`config.mk`:
```
export PLATFORM = sky130hd
export DESIGN_NAME = neuron_act
export DESIGN_NICKNAME = d
export VERILOG_FILES = /design/src/rtl/neuron_act.sv
export SDC_FILE = /design/constraint.sdc
export NUM_CORES = 1
export LEC_CHECK = 0
export ABC_CLOCK_PERIOD_IN_PS = 1670
export BUFFER_PORTS_ARGS = -buffer_cell sky130_fd_sc_hd__buf_2
export CORE_ASPECT_RATIO = 1.2
export CORE_UTILIZATION = 45
export CTS_CLUSTER_DIAMETER = 100
export DETAILED_ROUTE_END_ITERATION = 10
export PLACE_DENSITY_LB_ADDON = 0.15
export SLEW_MARGIN = 40
export SYNTH_ARGS = -nofsm -noshare
export SYNTH_HDL_FRONTEND = slang
export SYNTH_SLANG_ARGS = --single-unit
```
`constraint.sdc`:
```
create_clock -name iCLK -period 1.67 [get_ports iCLK]
set_clock_uncertainty 0.2 [all_clocks]
set_input_delay 0.0835 -clock iCLK [delete_from_list [all_inputs] [get_ports iCLK]]
set_output_delay 0.0835 -clock iCLK [all_outputs]
set_load 0.02 [all_outputs]
```
`src/rtl/neuron_act.sv`:
```
// neuron_act: per-lane activation (linear / ReLU / leaky / clip) clamped to WO bits, feeding two
// independent 1-entry output slots. Define NEURON_ACT_SATCNT_EN to build the saturated-lane counter.
module neuron_act #(
  parameter int    NP       = 4,
  parameter int    NC       = 4,
  parameter int    WF       = 4,
  parameter int    WO       = 4,
  parameter int    LEAK_SH  = 2,
  parameter int    CLIP_MAX = 6,
  parameter string BURST    = "yes",
  localparam int   WI       = $clog2(NP) + 1 + WF
) (
  input  logic            iCLK,
  input  logic            iRST,
  input  logic            iMode,
  input  logic [1:0]      iAct,
  input  logic            iClrSat,
  input  logic            iValid_AM_Accum0,
  output logic            oReady_AM_Accum0,
  input  logic [NC*WI-1:0] iData_AM_Accum0,
  output logic            oValid_BM_State0,
  input  logic            iReady_BM_State0,
  output logic [NC*WO-1:0] oData_BM_State0,
  output logic            oValid_BM_State1,
  input  logic            iReady_BM_State1,
  output logic [NC*WO-1:0] oData_BM_State1,
  output logic [15:0]     oSatCnt
);

  localparam int MAXI  = 2 ** (WO - 1) - 1;
  localparam int MINI  = -(2 ** (WO - 1));
  localparam int CLIPI = (CLIP_MAX < MAXI) ? CLIP_MAX : MAXI;
  localparam logic signed [WI-1:0] MAXV  = WI'(MAXI);
  localparam logic signed [WI-1:0] MINV  = WI'(MINI);
  localparam logic signed [WI-1:0] CLIPV = WI'(CLIPI);
  localparam bit BURST_EN = (BURST == "yes");

  logic signed [WI-1:0] laneIn, laneOut, leaky;
  logic [NC*WO-1:0] actData;
  logic [NC-1:0]    laneSat;
  logic             satHit;

  // Negative inputs forced to zero by ReLU/clip are not clamps and never flag saturation.
  always_comb begin
    actData = '0;
    laneSat = '0;
    laneIn  = '0;
    laneOut = '0;
    leaky   = '0;
    satHit  = 1'b0;
    for (int i = 0; i < NC; i++) begin
      laneIn  = iData_AM_Accum0[i*WI +: WI];
      leaky   = laneIn >>> LEAK_SH;
      laneOut = laneIn;
      satHit  = 1'b0;
      case (iAct)
        2'd0: begin
          if (laneIn > MAXV) begin
            laneOut = MAXV;
            satHit  = 1'b1;
          end else if (laneIn < MINV) begin
            laneOut = MINV;
            satHit  = 1'b1;
          end
        end
        2'd1: begin
          if (laneIn < 0) begin
            laneOut = '0;
          end else if (laneIn > MAXV) begin
            laneOut = MAXV;
            satHit  = 1'b1;
          end
        end
        2'd2: begin
          if (laneIn < 0) begin
            if (leaky < MINV) begin
              laneOut = MINV;
              satHit  = 1'b1;
            end else begin
              laneOut = leaky;
            end
          end else if (laneIn > MAXV) begin
            laneOut = MAXV;
            satHit  = 1'b1;
          end
        end
        default: begin
          if (laneIn < 0) begin
            laneOut = '0;
          end else if (laneIn > CLIPV) begin
            laneOut = CLIPV;
            satHit  = 1'b1;
          end
        end
      endcase
      actData[i*WO +: WO] = laneOut[WO-1:0];
      laneSat[i]          = satHit;
    end
  end

  logic valid0, valid1, slot0Free, slot1Free, accept;
  logic [NC*WO-1:0] data0, data1;

  // Slot 1 only gates acceptance when the incoming beat is a TRAIN beat.
  assign slot0Free        = !valid0 || (BURST_EN && iReady_BM_State0);
  assign slot1Free        = !valid1 || (BURST_EN && iReady_BM_State1);
  assign oReady_AM_Accum0 = slot0Free && (!iMode || slot1Free);
  assign accept           = iValid_AM_Accum0 && oReady_AM_Accum0;

  always_ff @(posedge iCLK or negedge iRST) begin
    if (!iRST) begin
      valid0 <= 1'b0;
      valid1 <= 1'b0;
      data0  <= '0;
      data1  <= '0;
    end else begin
      if (accept) begin
        valid0 <= 1'b1;
        data0  <= actData;
      end else if (valid0 && iReady_BM_State0) begin
        valid0 <= 1'b0;
      end
      if (accept && iMode) begin
        valid1 <= 1'b1;
        data1  <= actData;
      end else if (valid1 && iReady_BM_State1) begin
        valid1 <= 1'b0;
      end
    end
  end

  assign oValid_BM_State0 = valid0;
  assign oValid_BM_State1 = valid1;
  assign oData_BM_State0  = data0;
  assign oData_BM_State1  = data1;

`ifdef NEURON_ACT_SATCNT_EN
  logic [15:0] satCnt, satNum;
  logic [16:0] satSum;

  always_comb begin
    satNum = '0;
    for (int i = 0; i < NC; i++) begin
      satNum = satNum + 16'(laneSat[i]);
    end
    satSum = {1'b0, satCnt} + {1'b0, satNum};
  end

  // Clear wins over a same-cycle increment; the count sticks at all-ones.
  always_ff @(posedge iCLK or negedge iRST) begin
    if (!iRST) begin
      satCnt <= '0;
    end else if (iClrSat) begin
      satCnt <= '0;
    end else if (accept) begin
      satCnt <= satSum[16] ? 16'hFFFF : satSum[15:0];
    end
  end

  assign oSatCnt = satCnt;
`else
  logic unusedSat;
  assign unusedSat = ^{laneSat, iClrSat};
  assign oSatCnt   = '0;
`endif

endmodule

```
==> results.py, run 1 <==
metrics = {
    "power": {
        "cellLeakagePower_nw": 1.22,
        "p_per_area_nw_per_um2": 991,
        "ir_worst_vdd_uv": 484,
        "p_seq_share_pct": 40.6,
        "pwr-share-comb_pct": 32.2,
        "netSwitchingFraction_pct": 33.6,
        "p_int_mw": 1.73,
        "pwr-share-clk_pct": 27.2,
        "switchingPower_uw": 875,
    },
    "global_routing": {
        "globalRoute.totalOverflow": 0,
        "grt_use_total_pct": 22.9,
        "grt_max_degree": 35,
        "grt_antenna_before_repair": 0,
        "first_global_vias": 1730,
        "grt_first_pass_wirelength_mm": 7.51,
    },
    "timing": {
        "grt_setup_unrepaired": "no",
        "whs_ns": -0.000108,
        "finalSetupViolations": 0,
        "fin_crit_sh_pct": 96.5,
        "fin_tns_setup_ns": 0,
        "final_hold_viol_count": 1,
        "maxSlewViolCount": 0,
        "period_needed_ns": 1.61,
        "fmax_ghz": 0.621,
    },
    "clock_network": {
        "cts_root_buf": "clkbuf_8",
        "path_clk_slew_ns": 0.06,
        "clock_latency_ns": 0.29,
        "clock_path_buffers": 2,
        "post_cts_buffers": 0,
        "h-tree-depth": 2,
        "cts_tree": "built",
        "clkSinkCount": 34,
        "cts_buffers": 5,
    },
    "synthesis": {
        "netlist.area_leader.share_pct": 45.0,
        "ys_seq_area_share_pct": 45.0,
        "synth_ff_type": "dfrtp_1",
        "ys_ff_latch": 34,
        "synth_cell_type_count": 43,
        "yosys_warnings": 0,
        "synthTopCellsByCount": "dfrtp_1, nand2_1, nor2_1",
        "synth_top_cell_by_area": "dfrtp_1",
        "syn_inst": 206,
        "synth_async_sr_flop_share_pct": 100,
        "synth_most_common_cell": "dfrtp_1",
        "syn_area_sq_um": 1890,
        "synth.area.top_cells": "dfrtp_1, buf_4, o21ai_0",
        "avgSynthCellArea_sq_um": 9.17,
        "synth_edf_count": 0,
    },
    "finish": {
        "syn2layout_area_growth_pct": 38.9,
        "antenna_cells": 0,
        "fin_nets": 340,
        "post_route_cells_drive_above_1_share_pct": 33.9,
        "final_cells": 358,
    },
    "outcome": {
        "outcome": "finished with violations",
        "violations": "negative hold slack",
    },
    "min_path": {
        "hp-class": "in2reg",
    },
    "place": {
        "routabilityCongestion": 0.832,
        "dp_cells": 329,
        "numPortBuffers": 70,
        "dp_hpwl_mm": 3.31,
    },
    "drt": {
        "final_antenna_net_count": 0,
        "first_iter_violations": 86,
        "routedWlPerCell_um": 12.8,
        "drcViolationCount": 0,
        "drtPass1Iterations": 4,
        "vias": 1876,
        "wl_mm": 4.57,
        "routed_via_density": 5.24,
    },
    "critical_path": {
        "startpoint_type": "input port",
        "criticalPathCategory": "in2reg",
        "required_ns": 1.64,
        "worst_setup_path_end_kind": "register",
        "cp.arrival_ns": 1.58,
        "cp_max_fo": 17,
    },
    "die": {
        "die_w_um": 61.2,
        "rows": 25,
        "io_pins": 88,
        "die_h_um": 73.0,
        "start_util_pct": 47.6,
        "die_area_sq_um": 4460,
        "fp.coreArea_sq_um": 3970,
    },
    "job": {
        "drv_cap": 0,
    },
}
path summary, 6_finish.rpt:
path,from,to,slack [ns],cells after the start
max in group asynchronous,iRST,oData_BM_State0[0]$_DFFE_PN0P_,0.82,3
min in group asynchronous,iRST,oData_BM_State1[2]$_DFFE_PN0P_,0.15,3
hold / removal,iData_AM_Accum0[7],oData_BM_State1[4]$_DFFE_PN0P_,-0.0001,3
setup / recovery,iReady_BM_State1,oData_BM_State1[8]$_DFFE_PN0P_,0.06,6
setup reg to reg,oValid_BM_State1$_DFFE_PN0P_,oData_BM_State1[8]$_DFFE_PN0P_,0.10,4
hold reg to reg,oData_BM_State1[11]$_DFFE_PN0P_,oData_BM_State1[11]$_DFFE_PN0P_,0.28,2
sequential cells by signal (all words and copies together) (netlist names):
signal and count:
oValid_BM_State1 1, oValid_BM_State0 1, oData_BM_State0 16, oData_BM_State1 16
routing by layer:
layer | up-vias | routed length (um) | global-route usage [%]
li1 | 912 | - | -
met1 | 890 | 1940 | 26.8
met2 | 66 | 2260 | 39.1
met3 | 8 | 280 | 5.14
met4 | 0 | 85 | 9.85
met5 | - | 0 | 0
critical path, stage by stage:
cell           delay (ns)
dlygate4sd3_1        0.52
buf_2                0.10
nand2b_1             0.14
and4_4               0.25
buf_12               0.14
mux2_2               0.34
area by class of cell:
class                   instances  area, sq um
clock buffers                   8          110
well taps                      54         67.6
repair buffers                100          641
fillers                       374         1350
multi-input cells             160          948
inverters                       2         7.51
flip-flops and latches         34          851
what timing repair did:
item                                    4_1_cts  5_1_grt
hold buffers                                 21        0
endpoints found under the hold margin        58        0
endpoints found under the setup margin        0       14
gates resized for setup                       0        6
cell families after synthesis:
kind of cell / synth area share, %
compound gates: 18.5
flops: 45.0
other cells: 0.198
buf+inv: 8.94
simple gates: 23.8
mux: 3.58
per-stage QoR:
stage / area, sq um / util (%) / total power, mW / setup WS, ns
floorplan: 1950 / - / 1.58 / 0.0738
global placement: 2280 / 57.4 / 1.86 / 0.0924
detailed placement: 2280 / 57.4 / 1.87 / 0.0719
CTS: 2600 / 65.5 / 2.61 / 0.0140
global route: 2630 / 66.1 / 2.75 / 0.00256
finish: 2630 / 66.1 / 2.60 / 0.0589
placed cells by master (no fill, tap or decap), types with 3 or more instances in the layout:
master and count:
nand3_1 4, o2bb2ai_1 4, nand2b_1 5, nand2_1 21, dfrtp_1 34, and2_1 3
nand4b_1 3, mux2_2 6, clkbuf_8 8, buf_4 8, nor3_1 4, buf_2 70
nor2_1 18, nand4_1 7, conb_1 16, nor2b_1 3, o21ai_0 16, dlygate4sd3_1 21
a21oi_1 7, a31oi_1 10
power groups by stage:
stage               sequential (mW)  clock (mW)  combinational [mW]
finish                         1.06       0.707               0.837
detailed placement             1.07           0               0.794
floorplan                      1.27           0               0.306
global route                   1.08       0.751               0.922
global placement               1.07           0               0.786
CTS                            1.06       0.723               0.832
Note: power is estimated with default switching activity, not from simulation.
==> run 2: changes to the inputs <==
--- a/config.mk
+++ b/config.mk
@@ -8,7 +8,8 @@
 export ABC_CLOCK_PERIOD_IN_PS = 1670
 export BUFFER_PORTS_ARGS = -buffer_cell sky130_fd_sc_hd__buf_2
 export CORE_ASPECT_RATIO = 1.2
-export CORE_UTILIZATION = 45
+export CORE_MARGIN = 4
+export CORE_UTILIZATION = 40
 export CTS_CLUSTER_DIAMETER = 100
 export DETAILED_ROUTE_END_ITERATION = 10
 export PLACE_DENSITY_LB_ADDON = 0.15
==> run 2 against run 1 <==
  * The flow now finishes without violations
  * Fmax down 0.56%
  * Worst setup slack lost 0.0091 ns
  * Critical path depth is the same
  * First-iteration DRC count decreased by 16%
  * Register-to-register slack better by 0.02 ns
  * Critical endpoint is now oData_BM_State0[12]$_DFFE_PN0P_
  * Largest cell class unchanged
  * Highest routed layer unchanged
==> results.py, run 2 (synthesized netlist as in run 1, its figures left out) <==
metrics = {
    "critical_path": {
        "critPathSlowestCell": "dlygate4sd3_1",
        "startpoint_type": "input port",
        "max_stage_delay_ns": 0.53,
        "worst_setup_path_end_kind": "register",
        "worstPathCellList": "dlygate4sd3_1 -> buf_2 -> nor3_1 -> or3_1 -> nand4_1 -> mux2_2",
        "cp.arrival_ns": 1.59,
        "cp_max_fo": 4,
        "required_ns": 1.64,
        "criticalPathCategory": "in2reg",
    },
    "power": {
        "p_per_area_nw_per_um2": 952,
        "ir_worst_vdd_uv": 366,
        "cellLeakagePower_nw": 1.20,
    },
    "place": {
        "routabilityCongestion": 0.788,
        "dp_hpwl_mm": 3.69,
        "placed_area_sq_um": 2290,
        "numPortBuffers": 70,
    },
    "outcome": {
        "outcome": "completed",
    },
    "finish": {
        "post_route_cells_drive_above_1_share_pct": 32.6,
        "n_fill_cell": 474,
        "layout.cells.most_common": "buf_2",
        "postLayoutCellArea_sq_um": 2580,
        "fin_nets": 341,
        "antenna_cells": 0,
        "syn2layout_area_growth_pct": 36.8,
        "layout_common_cells": "buf_2, dfrtp_1, nand2_1, dlygate4sd3_1, nor2_1",
    },
    "drt": {
        "drcViolationCount": 0,
        "wl_mm": 4.91,
        "vias": 1832,
        "first_iter_violations": 72,
        "final_antenna_net_count": 0,
        "routed_via_density": 5.06,
        "drtPass1Iterations": 4,
        "routedWlPerCell_um": 13.6,
    },
    "clock_network": {
        "clkSinkCount": 34,
        "h-tree-depth": 2,
        "path_clk_slew_ns": 0.07,
        "clock_path_buffers": 2,
        "cts_tree": "built",
        "cts_buffers": 5,
        "cts_root_buf": "clkbuf_8",
        "clock_latency_ns": 0.28,
    },
    "die": {
        "io_pins": 88,
        "die_h_um": 83.3,
        "fp.coreArea_sq_um": 4590,
        "die_area_sq_um": 5890,
        "die_w_um": 70.7,
        "start_util_pct": 41.1,
        "rows": 27,
    },
    "timing": {
        "period_needed_ns": 1.62,
        "final_hold_viol_count": 0,
        "fin_crit_sh_pct": 97.0,
        "finalSetupViolations": 0,
        "grt_setup_unrepaired": "no",
        "maxSlewViolCount": 0,
        "fin_tns_setup_ns": 0,
        "fmax_ghz": 0.617,
    },
    "job": {
        "drv_cap": 0,
    },
    "global_routing": {
        "grt_use_total_pct": 17.6,
        "grt_first_pass_wirelength_mm": 8.42,
        "first_global_vias": 1842,
        "grt_antenna_before_repair": 0,
        "grt_max_degree": 35,
        "globalRoute.totalOverflow": 0,
    },
    "min_path": {
        "hp-class": "in2reg",
    },
}
-- run 2: what timing repair did --
action | in CTS | in global routing
hold buffers | 20 | 1
endpoints found under the hold margin | 57 | 1
buffers inserted | 0 | 1
gates resized for setup | 0 | 2
endpoints found under the setup margin | 0 | 10
-- run 2: power breakdown --
part           leakage [nW]  total, mW  switching, mW  internal, mW
combinational         0.758      0.841          0.515         0.326
sequential            0.406       1.06         0.0778         0.981
clock                0.0383      0.562          0.275         0.287
total                  1.20       2.46          0.868          1.59
-- run 2: layout make-up --
class                      count  area, sq um  area share [%]
tap                           58         72.6            2.81
timing repair buffer         101          646            25.0
inverter                       2         7.51           0.290
multi-input combinational    160          932            36.1
clock buffer                   7         76.3            2.95
sequential                    34          851            32.9
-- run 2: per-stage QoR --
step,hold slack [ns],instances,utilization [%],total power [mW],setup slack [ns]
2_1_floorplan,-0.412,221,-,1.58,0.0738
3_3_place_gp,-0.0559,334,49.9,1.87,0.0849
3_5_place_dp,-0.0552,334,49.9,1.88,0.0353
4_1_cts,0.00294,361,56.0,2.50,0.0190
5_1_grt,0.0281,362,56.3,2.64,0.00140
6_report,0.00489,362,56.3,2.46,0.0498
-- run 2: metal layers --
layer,global-route usage [%],up-vias,wire (um)
li1,-,912,-
met1,22.5,849,2130
met2,28.6,69,2360
met3,5.45,2,394
met4,4.62,0,22
met5,0,-,0
-- run 2: final timing paths --
kind,from,end,slack [ns],depth (start not counted)
worst max-delay path,iData_AM_Accum0[24],oData_BM_State0[12]$_DFFE_PN0P_,0.05,6
worst min register to register,oData_BM_State1[3]$_DFFE_PN0P_,oData_BM_State1[3]$_DFFE_PN0P_,0.27,2
max in group asynchronous,iRST,oData_BM_State1[13]$_DFFE_PN0P_,0.80,3
worst max register to register,oValid_BM_State0$_DFFE_PN0P_,oData_BM_State0[0]$_DFFE_PN0P_,0.12,4
worst min-delay path,iData_AM_Accum0[12],oData_BM_State1[4]$_DFFE_PN0P_,0.005,3
min in group asynchronous,iRST,oData_BM_State1[1]$_DFFE_PN0P_,0.16,3
-- run 2: critical path, delay by kind of cell --
family	cells	cell delay [ns]
buffers and inverters	2	0.67
multiplexers	1	0.28
AND/OR/NAND/NOR	3	0.55
==> run 3: changes to the inputs <==
--- a/config.mk
+++ b/config.mk
@@ -5,7 +5,7 @@
 export SDC_FILE = /design/constraint.sdc
 export NUM_CORES = 1
 export LEC_CHECK = 0
-export ABC_CLOCK_PERIOD_IN_PS = 1670
+export ABC_CLOCK_PERIOD_IN_PS = 1400
 export BUFFER_PORTS_ARGS = -buffer_cell sky130_fd_sc_hd__buf_2
 export CORE_ASPECT_RATIO = 1.2
 export CORE_MARGIN = 4
@@ -13,6 +13,7 @@
 export CTS_CLUSTER_DIAMETER = 100
 export DETAILED_ROUTE_END_ITERATION = 10
 export PLACE_DENSITY_LB_ADDON = 0.15
+export RECOVER_POWER = 50
 export SLEW_MARGIN = 40
 export SYNTH_ARGS = -nofsm -noshare
 export SYNTH_HDL_FRONTEND = slang
==> constraint.sdc (replaced) <==
create_clock -name iCLK -period 1.4 [get_ports iCLK]
set_clock_uncertainty 0.2 [all_clocks]
set_input_delay 0.07 -clock iCLK [delete_from_list [all_inputs] [get_ports iCLK]]
set_output_delay 0.07 -clock iCLK [all_outputs]
set_load 0.02 [all_outputs]
==> run 3 against run 2 <==
  * The flow now finishes with violations (negative hold slack, negative setup slack)
  * Worst hold slack worse by 0.025 ns
  * Wire length up 16%
  * Global-route usage up 0.79 points
  * Sequential power up 22%
  * Critical endpoint is now oData_BM_State0[8]$_DFFE_PN0P_
  * Largest cell class unchanged
  * Largest power group unchanged
  * Highest routed layer unchanged
==> results.py, run 3 (synthesized netlist as in run 1, its figures left out) <==
metrics = {
    "clock_network": {
        "h-tree-depth": 2,
        "clock_path_buffers": 2,
        "clock_latency_ns": 0.29,
        "path_clk_slew_ns": 0.07,
        "cts_root_buf": "clkbuf_8",
        "clkSinkCount": 34,
        "cts_tree": "built",
        "cts_buffers": 5,
    },
    "timing": {
        "relSlewSlack_pct": 47.0,
        "setup_slack_ns": -0.113,
        "grt_setup_unrepaired": "yes",
        "maxSlewViolCount": 0,
        "fin_crit_sh_pct": 108,
        "tightest_slew_ns": 0.794,
        "period_needed_ns": 1.51,
        "whs_ns": -0.0203,
        "final_hold_viol_count": 2,
        "finalSetupViolations": 21,
        "fmax_ghz": 0.661,
    },
    "finish": {
        "n_fill_cell": 433,
        "regArea_sq_um": 853,
        "layout_common_cells": "buf_2, dfrtp_1, buf_4, dlygate4sd3_1, nand2_1",
        "final_cells": 385,
        "multi_input_area_sq_um": 1020,
        "fin_nets": 364,
        "post_route_cells_drive_above_1_share_pct": 42.2,
        "final_util_pct": 64.1,
        "postLayoutCellArea_sq_um": 2940,
        "antenna_cells": 0,
        "syn2layout_area_growth_pct": 55.8,
        "layout.cells.most_common": "buf_2",
    },
    "critical_path": {
        "required_ns": 1.36,
        "rr_worst_depth": 4,
        "criticalPathCategory": "reg2reg",
        "cp_max_fo": 5,
        "worst_setup_path_end_kind": "register",
        "rr_startpoint": "oValid_BM_State1$_DFFE_PN0P_",
        "startpoint": "oValid_BM_State1$_DFFE_PN0P_",
        "r2r-end": "oData_BM_State0[8]$_DFFE_PN0P_",
        "ff2ff_setup_slack_ns": -0.11,
        "startpoint_type": "register",
        "cp.arrival_ns": 1.48,
    },
    "drt": {
        "vias": 1960,
        "drcViolationCount": 0,
        "drtPass1Iterations": 4,
        "routedWlPerCell_um": 14.9,
        "first_iter_violations": 97,
        "wl_mm": 5.72,
        "routed_via_density": 5.09,
        "final_antenna_net_count": 0,
    },
    "global_routing": {
        "grt_first_pass_wirelength_mm": 8.80,
        "grt_use_total_pct": 18.4,
        "grt_antenna_before_repair": 0,
        "first_global_vias": 1856,
        "globalRoute.totalOverflow": 0,
        "grt_max_degree": 35,
    },
    "min_path": {
        "whs_endpoint": "oValid_BM_State1$_DFFE_PN0P_",
        "hp-class": "in2reg",
        "hold_path_depth": 4,
        "min_from": "iReady_BM_State1",
    },
    "die": {
        "die_w_um": 70.7,
        "io_pins": 88,
        "die_h_um": 83.3,
        "start_util_pct": 41.1,
        "die_area_sq_um": 5890,
        "rows": 27,
        "fp.coreArea_sq_um": 4590,
    },
    "power": {
        "netSwitchingFraction_pct": 35.2,
        "p_seq_share_pct": 39.9,
        "pwr-share-clk_pct": 22.7,
        "ir_worst_vdd_uv": 495,
        "switchingPower_mw": 1.14,
        "cellLeakagePower_nw": 1.38,
        "p_int_mw": 2.09,
        "pwr-share-comb_pct": 37.4,
        "p_per_area_nw_per_um2": 1100,
    },
    "place": {
        "placed_area_sq_um": 2480,
        "routabilityCongestion": 0.830,
        "dp_hpwl_mm": 3.91,
        "numPortBuffers": 70,
        "dp_cells": 353,
    },
    "outcome": {
        "violations": "negative hold slack, negative setup slack",
        "outcome": "finished with violations",
    },
    "job": {
        "drv_cap": 0,
    },
}
run 3: cell count changes in the layout (fill, tap and decap cells not counted), moves of 5 or more:
cell and change:
buf_4 +13, buf_6 +6, mux2_4 +6, o21ai_0 -10
nor2_1 -5, o21ai_1 +10, mux2_2 -6
run 3: how the worst max path moves through the flow:
stage | end | slack (ns)
final | oData_BM_State0[8]$_DFFE_PN0P_ | -0.11
after global routing | oData_BM_State0[8]$_DFFE_PN0P_ | -0.15
after CTS | oData_BM_State1[8]$_DFFE_PN0P_ | -0.09
after detailed placement | oData_BM_State0[8]$_DFFE_PN0P_ | -0.11
after global placement | oData_BM_State0[8]$_DFFE_PN0P_ | -0.08
after floorplan | oData_BM_State1[0]$_DFFE_PN0P_ | -0.08
run 3: layout make-up:
cell class | instances | share of cell area (%)
Inverter | 2 | 0.255
Sequential cell | 34 | 29.0
Tap cell | 58 | 2.47
Timing Repair Buffer | 124 | 30.6
Clock buffer | 7 | 2.93
Multi-Input combinational cell | 160 | 34.8
run 3: per-stage QoR:
stage          hold WS, ns  setup slack (ns)  power [mW]  setup TNS [ns]
3_5_place_dp       -0.0705            -0.108        2.34           -1.03
5_1_grt           -0.00434            -0.154        3.41           -2.86
2_1_floorplan       -0.426           -0.0840        1.93          -0.670
3_3_place_gp       -0.0714           -0.0831        2.33          -0.836
6_report           -0.0203            -0.113        3.23           -1.31
4_1_cts            -0.0446           -0.0913        3.17           -1.16
run 3: per-layer routing:
| layer | vias to the layer above | wire length [um] | track usage [%] |
|---|---|---|---|
| met5 | - | 0 | 0 |
| met4 | 0 | 71 | 4.62 |
| met3 | 8 | 356 | 4.36 |
| met2 | 75 | 2850 | 31.1 |
| met1 | 919 | 2440 | 23.3 |
| li1 | 958 | - | - |
run 3: worst max-delay path, stage by stage, from the launching register on:
cell and delay [ns]:
dfrtp_2 0.41, nand3b_1 0.12, and3_4 0.23, buf_12 0.13
mux2_4 0.30
run 3: timing repair:
item                                    4_1_cts  5_1_grt
hold endpoints to repair                     56        2
endpoints found under the setup margin       17       33
gates cloned                                  1        2
buffers inserted                              1        2
pin swaps                                     1        9
resized for setup                             8       32
hold buffers                                 18        1
run 3: power by group through the flow:
stage | clock [mW] | combinational (mW) | sequential (mW)
3_3_place_gp | 0 | 1.04 | 1.29
4_1_cts | 0.758 | 1.13 | 1.28
6_report | 0.732 | 1.21 | 1.29
2_1_floorplan | 0 | 0.406 | 1.52
3_5_place_dp | 0 | 1.05 | 1.29
5_1_grt | 0.802 | 1.30 | 1.32
